## src/rtl/fetch_pkg.sv

```systemverilog
// -----------------------------------------------------------------------------
// fetch_pkg
// Shared types and constants for the instruction fetch stage.
//   ADDR_W        byte address width of the PC / ROM address
//   INST_W        instruction word width
//   INST_BYTES    bytes per instruction (PC step)
//   fetch_entry_t {pc, inst} pair handed to decode
//   pc_next()     sequential PC, wrapping modulo 2^ADDR_W
// -----------------------------------------------------------------------------
package fetch_pkg;

  localparam int ADDR_W     = 8;
  localparam int INST_W     = 32;
  localparam int INST_BYTES = 4;

  typedef struct packed {
    logic [ADDR_W-1:0] pc;
    logic [INST_W-1:0] inst;
  } fetch_entry_t;

  // Natural wrap of the ADDR_W-bit add gives the modulo behaviour (FC + 4 = 00).
  function automatic logic [ADDR_W-1:0] pc_next(input logic [ADDR_W-1:0] pc);
    return pc + ADDR_W'(INST_BYTES);
  endfunction

endpackage

```

## src/rtl/fetch_if.sv

```systemverilog
// -----------------------------------------------------------------------------
// fetch_if
// Fetch -> decode valid/ready handshake carrying one {pc, inst} pair.
//   if_valid  head entry valid (driven by fetch)
//   if_ready  decode accepts head when if_valid && if_ready
//   if_pc     PC of the head entry
//   if_inst   instruction of the head entry
// Modports: master = fetch side, slave = decode side.
// -----------------------------------------------------------------------------
interface fetch_if;
  import fetch_pkg::*;

  logic              if_valid;
  logic              if_ready;
  logic [ADDR_W-1:0] if_pc;
  logic [INST_W-1:0] if_inst;

  modport master (
    output if_valid,
    output if_pc,
    output if_inst,
    input  if_ready
  );

  modport slave (
    input  if_valid,
    input  if_pc,
    input  if_inst,
    output if_ready
  );

endinterface

```

## src/rtl/fetch_skid_buf.sv

```systemverilog
// -----------------------------------------------------------------------------
// fetch_skid_buf
// Two-entry FIFO of fetch_entry_t with registered head outputs. Slot 0 is
// always the head, so the head value comes straight from a register.
// Ports:
//   clk, rst_n     clock, asynchronous active-low reset
//   push_i         write push_data_i at the edge (never asserted when full)
//   push_data_i    entry to write
//   pop_i          remove the head at the edge (ignored when empty)
//   flush_i        drop all entries; wins over push/pop
//   count_o        number of valid entries (0..2)
//   valid_o        head valid (count_o != 0)
//   head_o         head entry
// -----------------------------------------------------------------------------
module fetch_skid_buf
  import fetch_pkg::*;
(
  input  logic         clk,
  input  logic         rst_n,
  input  logic         push_i,
  input  fetch_entry_t push_data_i,
  input  logic         pop_i,
  input  logic         flush_i,
  output logic [1:0]   count_o,
  output logic         valid_o,
  output fetch_entry_t head_o
);

  fetch_entry_t slot0_q, slot0_d;
  fetch_entry_t slot1_q, slot1_d;
  logic [1:0]   count_q, count_d;
  logic         pop_eff;

  assign pop_eff = pop_i && (count_q != 2'd0);

  always_comb begin
    slot0_d = slot0_q;
    slot1_d = slot1_q;
    count_d = count_q;
    if (flush_i) begin
      count_d = 2'd0;
    end else begin
      unique case ({push_i, pop_eff})
        2'b10: begin
          if (count_q == 2'd0) slot0_d = push_data_i;
          else                 slot1_d = push_data_i;
          count_d = count_q + 2'd1;
        end
        2'b01: begin
          slot0_d = slot1_q;
          count_d = count_q - 2'd1;
        end
        2'b11: begin
          // Simultaneous push/pop keeps the count; the new entry lands
          // behind whatever survives the pop.
          if (count_q == 2'd1) begin
            slot0_d = push_data_i;
          end else begin
            slot0_d = slot1_q;
            slot1_d = push_data_i;
          end
        end
        default: ;
      endcase
    end
  end

  always_ff @(posedge clk or negedge rst_n) begin
    if (!rst_n) begin
      slot0_q <= '0;
      slot1_q <= '0;
      count_q <= 2'd0;
    end else begin
      slot0_q <= slot0_d;
      slot1_q <= slot1_d;
      count_q <= count_d;
    end
  end

  assign count_o = count_q;
  assign valid_o = (count_q != 2'd0);
  assign head_o  = slot0_q;

endmodule

```

## src/rtl/fetch_unit.sv

```systemverilog
// -----------------------------------------------------------------------------
// fetch_unit
// Instruction fetch stage in front of a registered-output instruction ROM.
// Owns the PC, drives the ROM address every cycle, tracks which ROM responses
// are live, and buffers {pc, inst} pairs for decode in a 2-entry FIFO so
// backpressure never drops an instruction. Redirects flush all work.
// Ports:
//   clk, rst_n       clock shared with ROM, asynchronous active-low reset
//   rom_addr         ROM byte address (combinational copy of pc_q)
//   rom_inst         ROM data, valid the cycle after rom_addr
//   redirect_valid   take redirect_pc this cycle (highest priority)
//   redirect_pc      redirect target, low 2 bits ignored
//   dec              fetch_if.master handshake to decode
// Optional (macro FETCH_PERF_EN):
//   perf_fetched     saturating count of decode handshakes
//   perf_stall       saturating count of cycles if_valid && !if_ready
//   perf_flush       saturating count of redirects
// -----------------------------------------------------------------------------
module fetch_unit
  import fetch_pkg::*;
#(
  parameter logic [ADDR_W-1:0] RESET_PC  = 8'h00,
  parameter int                BUF_DEPTH = 2
)
(
  input  logic              clk,
  input  logic              rst_n,
  output logic [ADDR_W-1:0] rom_addr,
  input  logic [INST_W-1:0] rom_inst,
  input  logic              redirect_valid,
  input  logic [ADDR_W-1:0] redirect_pc,
  fetch_if.master           dec
`ifdef FETCH_PERF_EN
  ,
  output logic [15:0]       perf_fetched,
  output logic [15:0]       perf_stall,
  output logic [7:0]        perf_flush
`endif
);

  logic [ADDR_W-1:0] pc_q, pc_d;
  logic [ADDR_W-1:0] req_pc_q, req_pc_d;
  logic              req_pend_q, req_pend_d;

  logic              pop;
  logic              push;
  logic              issue;
  logic [2:0]        occupancy;
  logic [1:0]        buf_count;
  logic              head_valid;
  fetch_entry_t      head;
  fetch_entry_t      push_entry;

  assign pop = head_valid && dec.if_ready;

  // Entries the buffer will hold after this edge, counting the response
  // already in flight. A new request lands one edge later, so it may only
  // issue while that figure leaves room for it.
  always_comb begin
    occupancy = {1'b0, buf_count} + {2'b00, req_pend_q} - {2'b00, pop};
    issue     = !redirect_valid && (occupancy < 3'(BUF_DEPTH));
  end

  always_comb begin
    pc_d       = pc_q;
    req_pc_d   = req_pc_q;
    req_pend_d = 1'b0;
    if (redirect_valid) begin
      pc_d = {redirect_pc[ADDR_W-1:2], 2'b00};
    end else if (issue) begin
      req_pend_d = 1'b1;
      req_pc_d   = pc_q;
      pc_d       = pc_next(pc_q);
    end
  end

  always_ff @(posedge clk or negedge rst_n) begin
    if (!rst_n) begin
      pc_q       <= RESET_PC;
      req_pc_q   <= '0;
      req_pend_q <= 1'b0;
    end else begin
      pc_q       <= pc_d;
      req_pc_q   <= req_pc_d;
      req_pend_q <= req_pend_d;
    end
  end

  assign rom_addr = pc_q;

  // A response arriving in a redirect cycle belongs to the squashed path.
  assign push       = req_pend_q && !redirect_valid;
  assign push_entry = '{pc: req_pc_q, inst: rom_inst};

  fetch_skid_buf u_buf (
    .clk         (clk),
    .rst_n       (rst_n),
    .push_i      (push),
    .push_data_i (push_entry),
    .pop_i       (pop),
    .flush_i     (redirect_valid),
    .count_o     (buf_count),
    .valid_o     (head_valid),
    .head_o      (head)
  );

  assign dec.if_valid = head_valid;
  assign dec.if_pc    = head.pc;
  assign dec.if_inst  = head.inst;

`ifdef FETCH_PERF_EN
  function automatic logic [15:0] sat_inc16(input logic [15:0] v);
    return (v == 16'hFFFF) ? v : v + 16'd1;
  endfunction

  function automatic logic [7:0] sat_inc8(input logic [7:0] v);
    return (v == 8'hFF) ? v : v + 8'd1;
  endfunction

  logic [15:0] perf_fetched_q;
  logic [15:0] perf_stall_q;
  logic [7:0]  perf_flush_q;

  always_ff @(posedge clk or negedge rst_n) begin
    if (!rst_n) begin
      perf_fetched_q <= 16'd0;
      perf_stall_q   <= 16'd0;
      perf_flush_q   <= 8'd0;
    end else begin
      if (pop)                         perf_fetched_q <= sat_inc16(perf_fetched_q);
      if (head_valid && !dec.if_ready) perf_stall_q   <= sat_inc16(perf_stall_q);
      if (redirect_valid)              perf_flush_q   <= sat_inc8(perf_flush_q);
    end
  end

  assign perf_fetched = perf_fetched_q;
  assign perf_stall   = perf_stall_q;
  assign perf_flush   = perf_flush_q;
`endif

endmodule

```

## src/flat_wrapper.sv

```systemverilog
// flat-port wrapper written by rule: the top's interface ports become plain ports
module fetch_unit_flat import fetch_pkg::*;
#(
  parameter logic [ADDR_W-1:0] RESET_PC  = 8'h00,
  parameter int                BUF_DEPTH = 2
)
  (clk, rst_n, rom_addr, rom_inst, redirect_valid, redirect_pc, dec_if_valid, dec_if_pc, dec_if_inst, dec_if_ready);
  fetch_if dec_i ();
  input  logic clk;
  input  logic rst_n;
  output logic [ADDR_W-1:0] rom_addr;
  input  logic [INST_W-1:0] rom_inst;
  input  logic redirect_valid;
  input  logic [ADDR_W-1:0] redirect_pc;
  output wire logic [$bits(dec_i.if_valid)-1:0] dec_if_valid;
  output wire logic [$bits(dec_i.if_pc)-1:0] dec_if_pc;
  output wire logic [$bits(dec_i.if_inst)-1:0] dec_if_inst;
  input wire logic [$bits(dec_i.if_ready)-1:0] dec_if_ready;
  assign dec_if_valid = dec_i.if_valid;
  assign dec_if_pc = dec_i.if_pc;
  assign dec_if_inst = dec_i.if_inst;
  assign dec_i.if_ready = dec_if_ready;
  fetch_unit #(.RESET_PC(RESET_PC), .BUF_DEPTH(BUF_DEPTH)) u_core (.clk(clk), .rst_n(rst_n), .rom_addr(rom_addr), .rom_inst(rom_inst), .redirect_valid(redirect_valid), .redirect_pc(redirect_pc), .dec(dec_i));
endmodule
```

## config.mk

```make
export PLATFORM = sky130hd
export DESIGN_NAME = fetch_unit_flat
export DESIGN_NICKNAME = d
export VERILOG_FILES = /design/src/rtl/fetch_pkg.sv /design/src/rtl/fetch_if.sv /design/src/rtl/fetch_skid_buf.sv /design/src/rtl/fetch_unit.sv /design/src/flat_wrapper.sv
export SDC_FILE = /design/constraint.sdc
export NUM_CORES = 1
export LEC_CHECK = 0
export ABC_AREA = 1
export ABC_CLOCK_PERIOD_IN_PS = 2600
export BUFFER_PORTS_ARGS = -buffer_cell sky130_fd_sc_hd__buf_4
export CAP_MARGIN = 20
export CORE_AREA = 2 2 102 124
export CTS_BUF_LIST = sky130_fd_sc_hd__clkbuf_16
export DETAILED_ROUTE_END_ITERATION = 10
export DIE_AREA = 0 0 104 126
export PLACE_DENSITY_LB_ADDON = 0.05
export SYNTH_ARGS = -nofsm -noshare
export SYNTH_HDL_FRONTEND = slang
export SYNTH_HIERARCHICAL = 1
export SYNTH_SLANG_ARGS = --single-unit
export TNS_END_PERCENT = 30
```

## constraint.sdc

```tcl
create_clock -name clk -period 2.6 [get_ports clk]
set_clock_uncertainty 0.1 [all_clocks]
set_input_delay 0.39 -clock clk [delete_from_list [all_inputs] [get_ports clk]]
set_output_delay 0.39 -clock clk [all_outputs]
set_load 0.005 [all_outputs]
```

# [Word level (Yosys, flattened, before mapping)]
# Cells that the tools add are included.
[op_classes] addsub=5 n_mul=0 div=0 order_cmp=1 n_eq_ne=7 shifts=0 n_mux=12 bitwise_logic=1 reduce_logical=14
[ops] operator="2-to-1 mux 40 bit" count=4
[ops] operator="one-hot mux 40 bit (3 select lines)" count=1
[ops] operator="one-hot mux 40 bit (2 select lines)" count=1
[ops] operator="2-to-1 mux 8 bit" count=2
[ops] operator="adder 8 x 3 -> 8 bit, second input constant" count=1
[ops] operator="!= test 2 bit, second input constant" count=3
[ops] operator="nonzero test 2 bit" count=3
[ops] operator="nonzero test 3 bit" count=2
[ops] operator="equality test 2 x 1 -> 1 bit, second input constant" count=2
[ops] operator="equality test 2 bit, second input constant" count=2
[ops] operator="logical AND 1 bit" count=4
[ops] operator="one-hot mux 2 bit (2 select lines)" count=1
[ops] operator="AND reduction 4 bit" count=1
[ops] operator="adder 2 x 1 -> 3 bit" count=1
[ops] operator="< comparator 3 x 2 -> 1 bit, second input constant" count=1
[ops] operator="AND reduction 3 bit" count=1
[ops] operator="subtractor 3 x 1 -> 3 bit" count=1
[ops] operator="adder 2 x 1 -> 2 bit, second input constant" count=1
[ops] operator="logical NOT 2 bit" count=1
[ops] operator="2-to-1 mux 1 bit" count=2
[ops] operator="2-to-1 mux 2 bit" count=1
[ops] operator="AND reduction 2 bit" count=1
[ops] operator="subtractor 2 x 1 -> 2 bit, second input constant" count=1
[ops] operator="logical NOT 1 bit" count=1
[ops] operator="NOT 1 bit" count=1
[totals] regBits=99 latchBits=0 mem_bits_rw=0 rom_bits=0 input_bits=44 out_inout_bits=49 mem_count=0

# [Depth between registers and ports, before layout]
# Gate-level depths: netlist of the first run.
[logic_depth] ltp_word=7 mapped_depth=15 mapped_depth_nobuf=15

# [Hierarchy]
# Netlist of the first run, hierarchy kept.
[modules_own_cells] module="fetch_skid_buf" instances=1 cells_each=505 area_each_um2=3875.0 seq_area_each_um2=2052.0
[modules_own_cells] module="fetch_unit" instances=1 cells_each=102 area_each_um2=824.5 seq_area_each_um2=325.3

# [Worst setup path before layout of the first run]
# No wires, ideal clock.
[synth_timing] path_kind="register -> register" start="register u_core.u_buf.count_q[1] (netlist: u_core/u_buf/count_o[1])" end="register u_core.req_pc_q[3]" arrival_ns=2.268 path_slack_ns=0.113 path_stages_with_launch=14 synth_period_minus_slack_ns=2.487 path_cell_list="dfrtp_1 -> inv_1 -> ha_1 -> inv_2 -> nand2_1 -> inv_1 -> ha_1 -> nor2_1 -> fa_1 -> clkinv_1 -> nand3_4 -> buf_6 -> o21ai_2 -> nand2_1"
[synth_between] elab_chain_len=6
[synth_rtl] element="start, declared" line="fetch_skid_buf.sv:31" text="logic [1:0] count_q, count_d;"
[synth_rtl] element="start signal, assigned" line="fetch_skid_buf.sv:76" text="count_q <= count_d;"
[synth_rtl] element="nonzero test 2 bit" line="fetch_skid_buf.sv:81" text="assign valid_o = (count_q != 2'd0);"
[synth_rtl] element="named net dec_if_valid" line="flat_wrapper.sv:15" text="output wire logic [$bits(dec_i.if_valid)-1:0] dec_if_valid;"
[synth_rtl] element="logical AND 1 bit" line="fetch_unit.sv:54" text="assign pop = head_valid && dec.if_ready;"
[synth_rtl] element="named net u_core.pop" line="fetch_unit.sv:45" text="logic pop;"
[synth_rtl] element="subtractor 3 x 1 -> 3 bit" line="fetch_unit.sv:60" text="occupancy = {1'b0, buf_count} + {2'b00, req_pend_q} - {2'b00, pop};"
[synth_rtl] element="< comparator 3 x 2 -> 1 bit" line="fetch_unit.sv:61" text="issue = !redirect_valid && (occupancy < 3'(BUF_DEPTH));"
[synth_rtl] element="logical AND 1 bit" line="fetch_unit.sv:61"
[synth_rtl] element="AND reduction 2 bit (no source line)"
[synth_rtl] element="end signal, assigned" line="fetch_unit.sv:84" text="req_pc_q <= req_pc_d;"
[synth_rtl] element="end, declared" line="fetch_unit.sv:42" text="logic [ADDR_W-1:0] req_pc_q, req_pc_d;"
# The timed path passes the listed nets, and every way through them passes these cells.
# A chain may end at the register's enable or synchronous reset.

# [Final worst setup path of the first run]
[layout_timing] start="register u_core.u_buf.count_q[1] (netlist: u_core/u_buf/count_o[1])" end="register u_core.req_pc_q[2]"
[layout_between] elab_chain_len=6
[layout_rtl] element="nonzero test 2 bit" line="fetch_skid_buf.sv:81"
[layout_rtl] element="logical AND 1 bit" line="fetch_unit.sv:54"
[layout_rtl] element="named net u_core.pop" line="fetch_unit.sv:45"
[layout_rtl] element="subtractor 3 x 1 -> 3 bit" line="fetch_unit.sv:60"
[layout_rtl] element="< comparator 3 x 2 -> 1 bit" line="fetch_unit.sv:61"
[layout_rtl] element="logical AND 1 bit" line="fetch_unit.sv:61"
[layout_rtl] element="AND reduction 2 bit (no source line)"
# The timed path passes the listed nets, and every way through them passes these cells.

==> metrics.csv, run 1 <==
stage,metric,value,unit
yosys,synthTopCellsByCount,"252 x nand2_1, 95 x dfrtp_1, 92 x inv_1, 54 x nand3_1, 37 x o21ai_0",
worst_setup_path,rrSetupSlack,180,ps
clock_network,clkTransAtPathRegs,60,ps
run,drv_cap,0,
worst_setup_path,crit_path_top_delay_cell,dfrtp_1,
yosys,synth_area,4700,µm²
clock_network,htreeDepth,3,
sta,post-route-period-util,93.1,%
sta,final.setup.worst_slack,180,ps
placement,dpl_cell_area,5480,µm²
clock_network,clockRootBuffer,clkbuf_16,
global_routing,grtUsageTotal,16.6,%
cells_and_area,nNetsFinal,748,
routing,antenna_left,0,
clock_network,cts_buffers,9,
sta,rsz0062_at_grt,no,
die,ioPinCount,93,
yosys,synth_top_area_share,50.6,%
global_routing,grt_pass1_vias,3781,
yosys,synthArstFlopShare,100,%
worst_hold_path,min_path_type,input port to flop,
cells_and_area,diodes,0,
power,vdd_ir_drop_max,0.660,mV
placement,pre_cts_ws,75.1,ps
worst_setup_path,critPathCaptureType,flop,
yosys,ys_warn_count,6,
die,dieHeight,126,µm
worst_setup_path,arrival,2540,ps
sta,slew_headroom,48.2,%
sta,worstMarginPinSlew,776,ps
sta,slew_viol_final,0,
routing,drt_pass1_iterations,4,
yosys,synth_most_common_cell,nand2_1,
yosys,synth_edf_count,0,
outcome,status,completed,
yosys,synthFlopType,dfrtp_1,
worst_setup_path,crit_path_start_kind,flop,
clock_network,clock_latency,330,ps
sta,tns,0,ps
die,rows,44,
yosys,synth-seq-area-share,50.6,%
placement,place_congestion,0.828,
global_routing,antenna_found_initial,0,
yosys,avgSynthCellArea,7.74,µm²
routing,vias_per_cell,4.49,
routing,wl_per_cell,11.6,µm
global_routing,grt_max_degree,44,
power,power_density,1100,nW/µm²
clock_network,cts_num_sinks,95,
routing,wl,10000,µm
placement,placedCellCount,844,
cells_and_area,final_layout_size_suffix_gt1_share,20.1,%
power,power.leakage,3.26,nW
yosys,synth.area.top_cells,"dfrtp_1 51%, nand2_1 20%, inv_1 7.3%, nand3_1 5.8%, o21ai_0 3.9%",
sta,setup_viol,0,
worst_setup_path,cp_cell_sequence,inv_2 > ha_2 > inv_2 > nand2_1 > inv_1 > ha_1 > nor2_2 > fa_1 > clkinv_1 > nand3_4 > buf_4 > o21ai_1 > nand2_1,
worst_setup_path,path_max_fanout,5,
die,fp.dieArea,13100,µm²
clock_network,clk_path_buf_depth,2,
routing,route.detailed.drc,0,
placement,portBuffers,88,
die,coreArea,11900,µm²
yosys,synthDistinctLibCells,30,
placement,hpwl,6540,µm
worst_setup_path,crit_type,flop to flop,
worst_setup_path,required,2720,ps
routing,detail_route.iter0.violations,166,
worst_setup_path,r2r_cells,13,
cells_and_area,area_growth,24.2,%
die,die-width,104,µm
cells_and_area,design_area,5840,µm²
routing,vias,3882,
yosys,syn_inst,607,
die,floorplan.initialDensity,39.5,%
global_routing,overflow,0,
yosys,yosys.area.top_type,dfrtp_1,
cells_and_area,fin_cells,864,
sta,fmax,413,MHz
sta,fin_crit,2420,ps
clock_network,cts_tree,yes,
sta,hold_violations,0,
global_routing,grt_pass1_wl,17700,µm
yosys,ys_seq_elements,95,
sta,whs,168,ps
cells_and_area,fillerInstances,1228,
worst_hold_path,whs_path_depth,3,
worst_setup_path,max_stage_delay,410,ps
[sequential cells by signal (all words and copies together), names as in the netlist]
register and cells:
u_core/rom_addr 6, u_core/u_buf/head_o 40, u_core/u_buf/count_o 2, u_core/req_pc_q 6, u_core/u_buf/slot1_q 40, u_core/req_pend_q 1
[critical path: cells and delay by family (launching register included)]
family                     cells  cell delay, ps
AOI/OAI and AO/OA              1             110
adders and majority gates      3             880
buffers and inverters          5             430
DFF                            1             410
and+or+nand+nor                4             350
[layout make-up]
type | instances | area [µm²] | share of cell area [%]
flip-flops and latches | 95 | 2380 | 40.7
clock inverters | 7 | 81.3 | 1.39
inverters | 98 | 368 | 6.30
repair buffers | 105 | 816 | 14.0
multi-input cells | 389 | 1770 | 30.3
clock buffers | 9 | 225 | 3.86
well taps | 161 | 201 | 3.45
[timing repair]
action                                  CTS  global route
hold buffers                              1             0
endpoints found under the setup margin    0            12
resized for setup                         0             3
endpoints found under the hold margin    32             0
buffers inserted                          0             3
[layer usage]
metal  up-vias  GRT usage, %  share of wire [%]
met5         -             0                  0
met4         0          6.36                1.6
met3        12          2.38                3.1
met2        69          27.7                 48
met1      1786          21.8                 48
li1       2015             -                  -
[cells in the final DEF, fill, tap and decap left out, drive strengths merged]
master,n
buf,104
bufinv,2
clkbuf,9
clkinv,3
conb,4
dfrtp,95
dlygate4sd3,1
fa,1
ha,5
inv,100
nand2,257
nand3,57
nand3b,2
nand4,3
nor2,9
nor3,1
o21ai,48
o21bai,1
or2,1
[power breakdown]
group | leakage (nW) | total [mW] | internal, mW | switching [mW]
registers | 1.20 | 2.60 | 2.16 | 0.433
logic | 1.90 | 2.44 | 1.17 | 1.27
clock network | 0.163 | 1.37 | 0.829 | 0.539
[worst paths after layout]
| check | startpoint | to |
|---|---|---|
| setup / recovery | u_core/u_buf/count_o[1] | u_core/req_pc_q[2] |
| hold / removal | redirect_pc[5] | u_core/rom_addr[5] |
| setup reg to reg | u_core/u_buf/count_o[1] | u_core/req_pc_q[2] |
| hold reg to reg | u_core/u_buf/head_o[13] | u_core/u_buf/head_o[13] |
| max in group asynchronous | rst_n | u_core/u_buf/slot1_q[12] |
| min in group asynchronous | rst_n | u_core/u_buf/head_o[20] |
[through the flow]
step / power (mW) / utilization [%]
6_report: 6.41 / 49.1
5_1_grt: 6.99 / 49.1
4_1_cts: 6.38 / 48.7
3_5_place_dp: 4.98 / 46.1
3_3_place_gp: 4.92 / 46.1
2_1_floorplan: 4.05 / -
[cells by family after synthesis]
logic type,after synthesis,synth area share (%)
AO/OA/AOI/OAI,49,5.67
flip-flops,95,50.6
adder cells (fa/ha/maj),6,1.76
other,1,0.0798
buffers and inverters,126,12.2
AND/OR/NAND/NOR,330,29.7
No activity file was read; power rests on OpenSTA's default activity.
==> run 2, diff against run 1 <==
--- a/config.mk
+++ b/config.mk
@@ -14,6 +14,7 @@
 export DETAILED_ROUTE_END_ITERATION = 10
 export DIE_AREA = 0 0 104 126
 export PLACE_DENSITY_LB_ADDON = 0.05
+export RECOVER_POWER = 25
 export SYNTH_ARGS = -nofsm -noshare
 export SYNTH_HDL_FRONTEND = slang
 export SYNTH_HIERARCHICAL = 1
==> metrics.csv, run 2 (synthesis results as in run 1) <==
stage,metric,value,unit,change
global_routing,use_met1,21.8,%,unchanged
cells_and_area,regArea,2380,µm²,unchanged
routing,vias,3884,,+0.052%
cells_and_area,final_cell_mix,"252 x nand2_1, 95 x dfrtp_1, 94 x inv_1",,
sta,fin_crit,2420,ps,+0.307 ps
sta,hold_violations,0,,unchanged
placement,pre_cts_ws,75.1,ps,unchanged
die,coreArea,11900,µm²,unchanged
sta,worstMarginPinSlew,905,ps,+128 ps
clock_network,cts_buffers,9,,unchanged
worst_setup_path,r2r_start,u_core/u_buf/count_o[1],,
global_routing,grtUsageTotal,16.6,%,unchanged
power,power_frac_seq,40.6,%,about the same
clock_network,cts_tree,yes,,
sta,slew_headroom,39.7,%,-8.6 points
power,vdd_ir_drop_max,0.660,mV,about the same
die,floorplan.initialDensity,39.5,%,unchanged
routing,drt_pass1_iterations,4,,unchanged
worst_setup_path,required,2720,ps,about the same
die,die-width,104,µm,unchanged
die,ioPinCount,93,,unchanged
power,p_clk_share,21.5,%,about the same
power,combPwrFrac,37.9,%,-0.2 points
worst_setup_path,critPathCaptureType,flop,,
cells_and_area,design_area,5830,µm²,-0.11%
sta,slew_viol_final,0,,unchanged
cells_and_area,multi_input_area,1770,µm²,unchanged
sta,tns,0,ps,unchanged
clock_network,clock_latency,330,ps,about the same
cells_and_area,fillerInstances,1229,,+0.081%
worst_hold_path,hold_path.startpoint,redirect_pc[5],,
global_routing,use_met3,2.38,%,unchanged
die,dieHeight,126,µm,unchanged
cells_and_area,final_common_cell,nand2_1,,
sta,post-route-period-util,93.1,%,about the same
placement,hpwl,6540,µm,unchanged
placement,dpl_cell_area,5480,µm²,unchanged
global_routing,grt_pass1_vias,3781,,unchanged
power,p_switching,2.24,mW,about the same
sta,setup_viol,0,,unchanged
routing,vias_per_cell,4.50,,about the same
routing,wl,10000,µm,about the same
cells_and_area,fin_cells,864,,unchanged
die,fp.dieArea,13100,µm²,unchanged
worst_setup_path,r2r-end,u_core/req_pc_q[2],,
worst_hold_path,min_path_type,input port to flop,,
power,switching_share,35.1,%,+0.11 points
clock_network,clkTransAtPathRegs,60,ps,about the same
power,power.total,6.38,mW,-0.36%
global_routing,grt_pass1_wl,17700,µm,unchanged
global_routing,busiest_layer,met2,,
sta,fmax,413,MHz,about the same
routing,antenna_left,0,,unchanged
cells_and_area,diodes,0,,unchanged
worst_setup_path,r2r_cells,13,,unchanged
clock_network,htreeDepth,3,,unchanged
power,power.leakage,3.25,nW,-0.42%
worst_hold_path,whs_path_depth,3,,unchanged
routing,route.detailed.drc,0,,unchanged
sta,rsz0062_at_grt,no,,
cells_and_area,nNetsFinal,748,,unchanged
worst_setup_path,crit_type,flop to flop,,
sta,final.setup.worst_slack,179,ps,-0.307 ps
worst_setup_path,path_max_fanout,5,,unchanged
global_routing,grt_max_degree,44,,unchanged
cells_and_area,area_growth,24.0,%,
global_routing,overflow,0,,unchanged
cells_and_area,final_layout_size_suffix_gt1_share,19.9,%,-0.14 points
outcome,status,completed,,
die,rows,44,,unchanged
power,power_density,1100,nW/µm²,-0.26%
clock_network,cts_num_sinks,95,,unchanged
worst_hold_path,hold_end,u_core/rom_addr[5],,
run,drv_cap,0,,unchanged
clock_network,clk_path_buf_depth,2,,unchanged
placement,portBuffers,88,,unchanged
placement,place_congestion,0.828,,unchanged
worst_setup_path,rrSetupSlack,180,ps,about the same
power,intPower,4.14,mW,-0.53%
placement,placedCellCount,844,,unchanged
worst_setup_path,crit_path_start_kind,flop,,
worst_setup_path,arrival,2540,ps,about the same
global_routing,grtUsageMet2,27.7,%,unchanged
global_routing,antenna_found_initial,0,,unchanged
routing,wl_per_cell,11.6,µm,about the same
clock_network,clockRootBuffer,clkbuf_16,,
routing,detail_route.iter0.violations,172,,+3.6%
==> run 2: layout make-up <==
class | count | area share, %
Timing Repair Buffer | 105 | 13.9
Tap cell | 161 | 3.46
Clock inverter | 7 | 1.40
Inverter | 98 | 6.31
Multi-Input combinational cell | 389 | 30.3
Sequential cell | 95 | 40.8
Clock buffer | 9 | 3.86
==> run 2: worst max path at each step <==
stage,slack (ps),cells past startpoint,end,startpoint
floorplan,110,13,u_core/req_pc_q[3],u_core/u_buf/count_o[1]
global placement,110,13,u_core/rom_addr[7],u_core/u_buf/count_o[1]
detailed placement,80,13,u_core/rom_addr[7],u_core/u_buf/count_o[1]
CTS,50,13,u_core/rom_addr[7],u_core/u_buf/count_o[1]
global route,10,13,u_core/req_pc_q[2],u_core/u_buf/count_o[1]
finish,180,13,u_core/req_pc_q[2],u_core/u_buf/count_o[1]
==> run 2: what timing repair did <==
item                                    in CTS  in global routing
buffers inserted                             0                  3
endpoints found under the setup margin       0                 12
hold endpoints to repair                    32                  0
hold buffers                                 1                  0
resized for setup                            0                  3
==> run 2: worst max-delay path, stage by stage, from the launching register on <==
cell,delay [ps]
dfrtp_1,410
inv_2,70
ha_2,180
inv_2,60
nand2_1,60
inv_1,50
ha_1,290
nor2_2,110
fa_1,410
clkinv_1,80
nand3_4,120
buf_4,170
o21ai_1,110
nand2_1,60
==> run 2: through the flow <==
step / utilization [%] / hold WS (ps)
global placement: 46.1 / 281
finish: 49.0 / 169
detailed placement: 46.1 / 284
floorplan: - / -5.59
CTS: 48.7 / 162
global route: 49.0 / 181
==> run 2: metal layers <==
metal	wire length, µm	vias up
li1	-	2014
met1	4760	1783
met2	4750	75
met3	365	12
met4	157	0
met5	0	-
==> run 2: power by group through the flow <==
stage	Combinational, mW	Sequential [mW]	Clock (mW)
2_1_floorplan	1.49	2.57	0
3_3_place_gp	2.32	2.60	0
3_5_place_dp	2.36	2.62	0
4_1_cts	2.37	2.60	1.41
5_1_grt	2.79	2.70	1.48
6_report	2.42	2.59	1.37
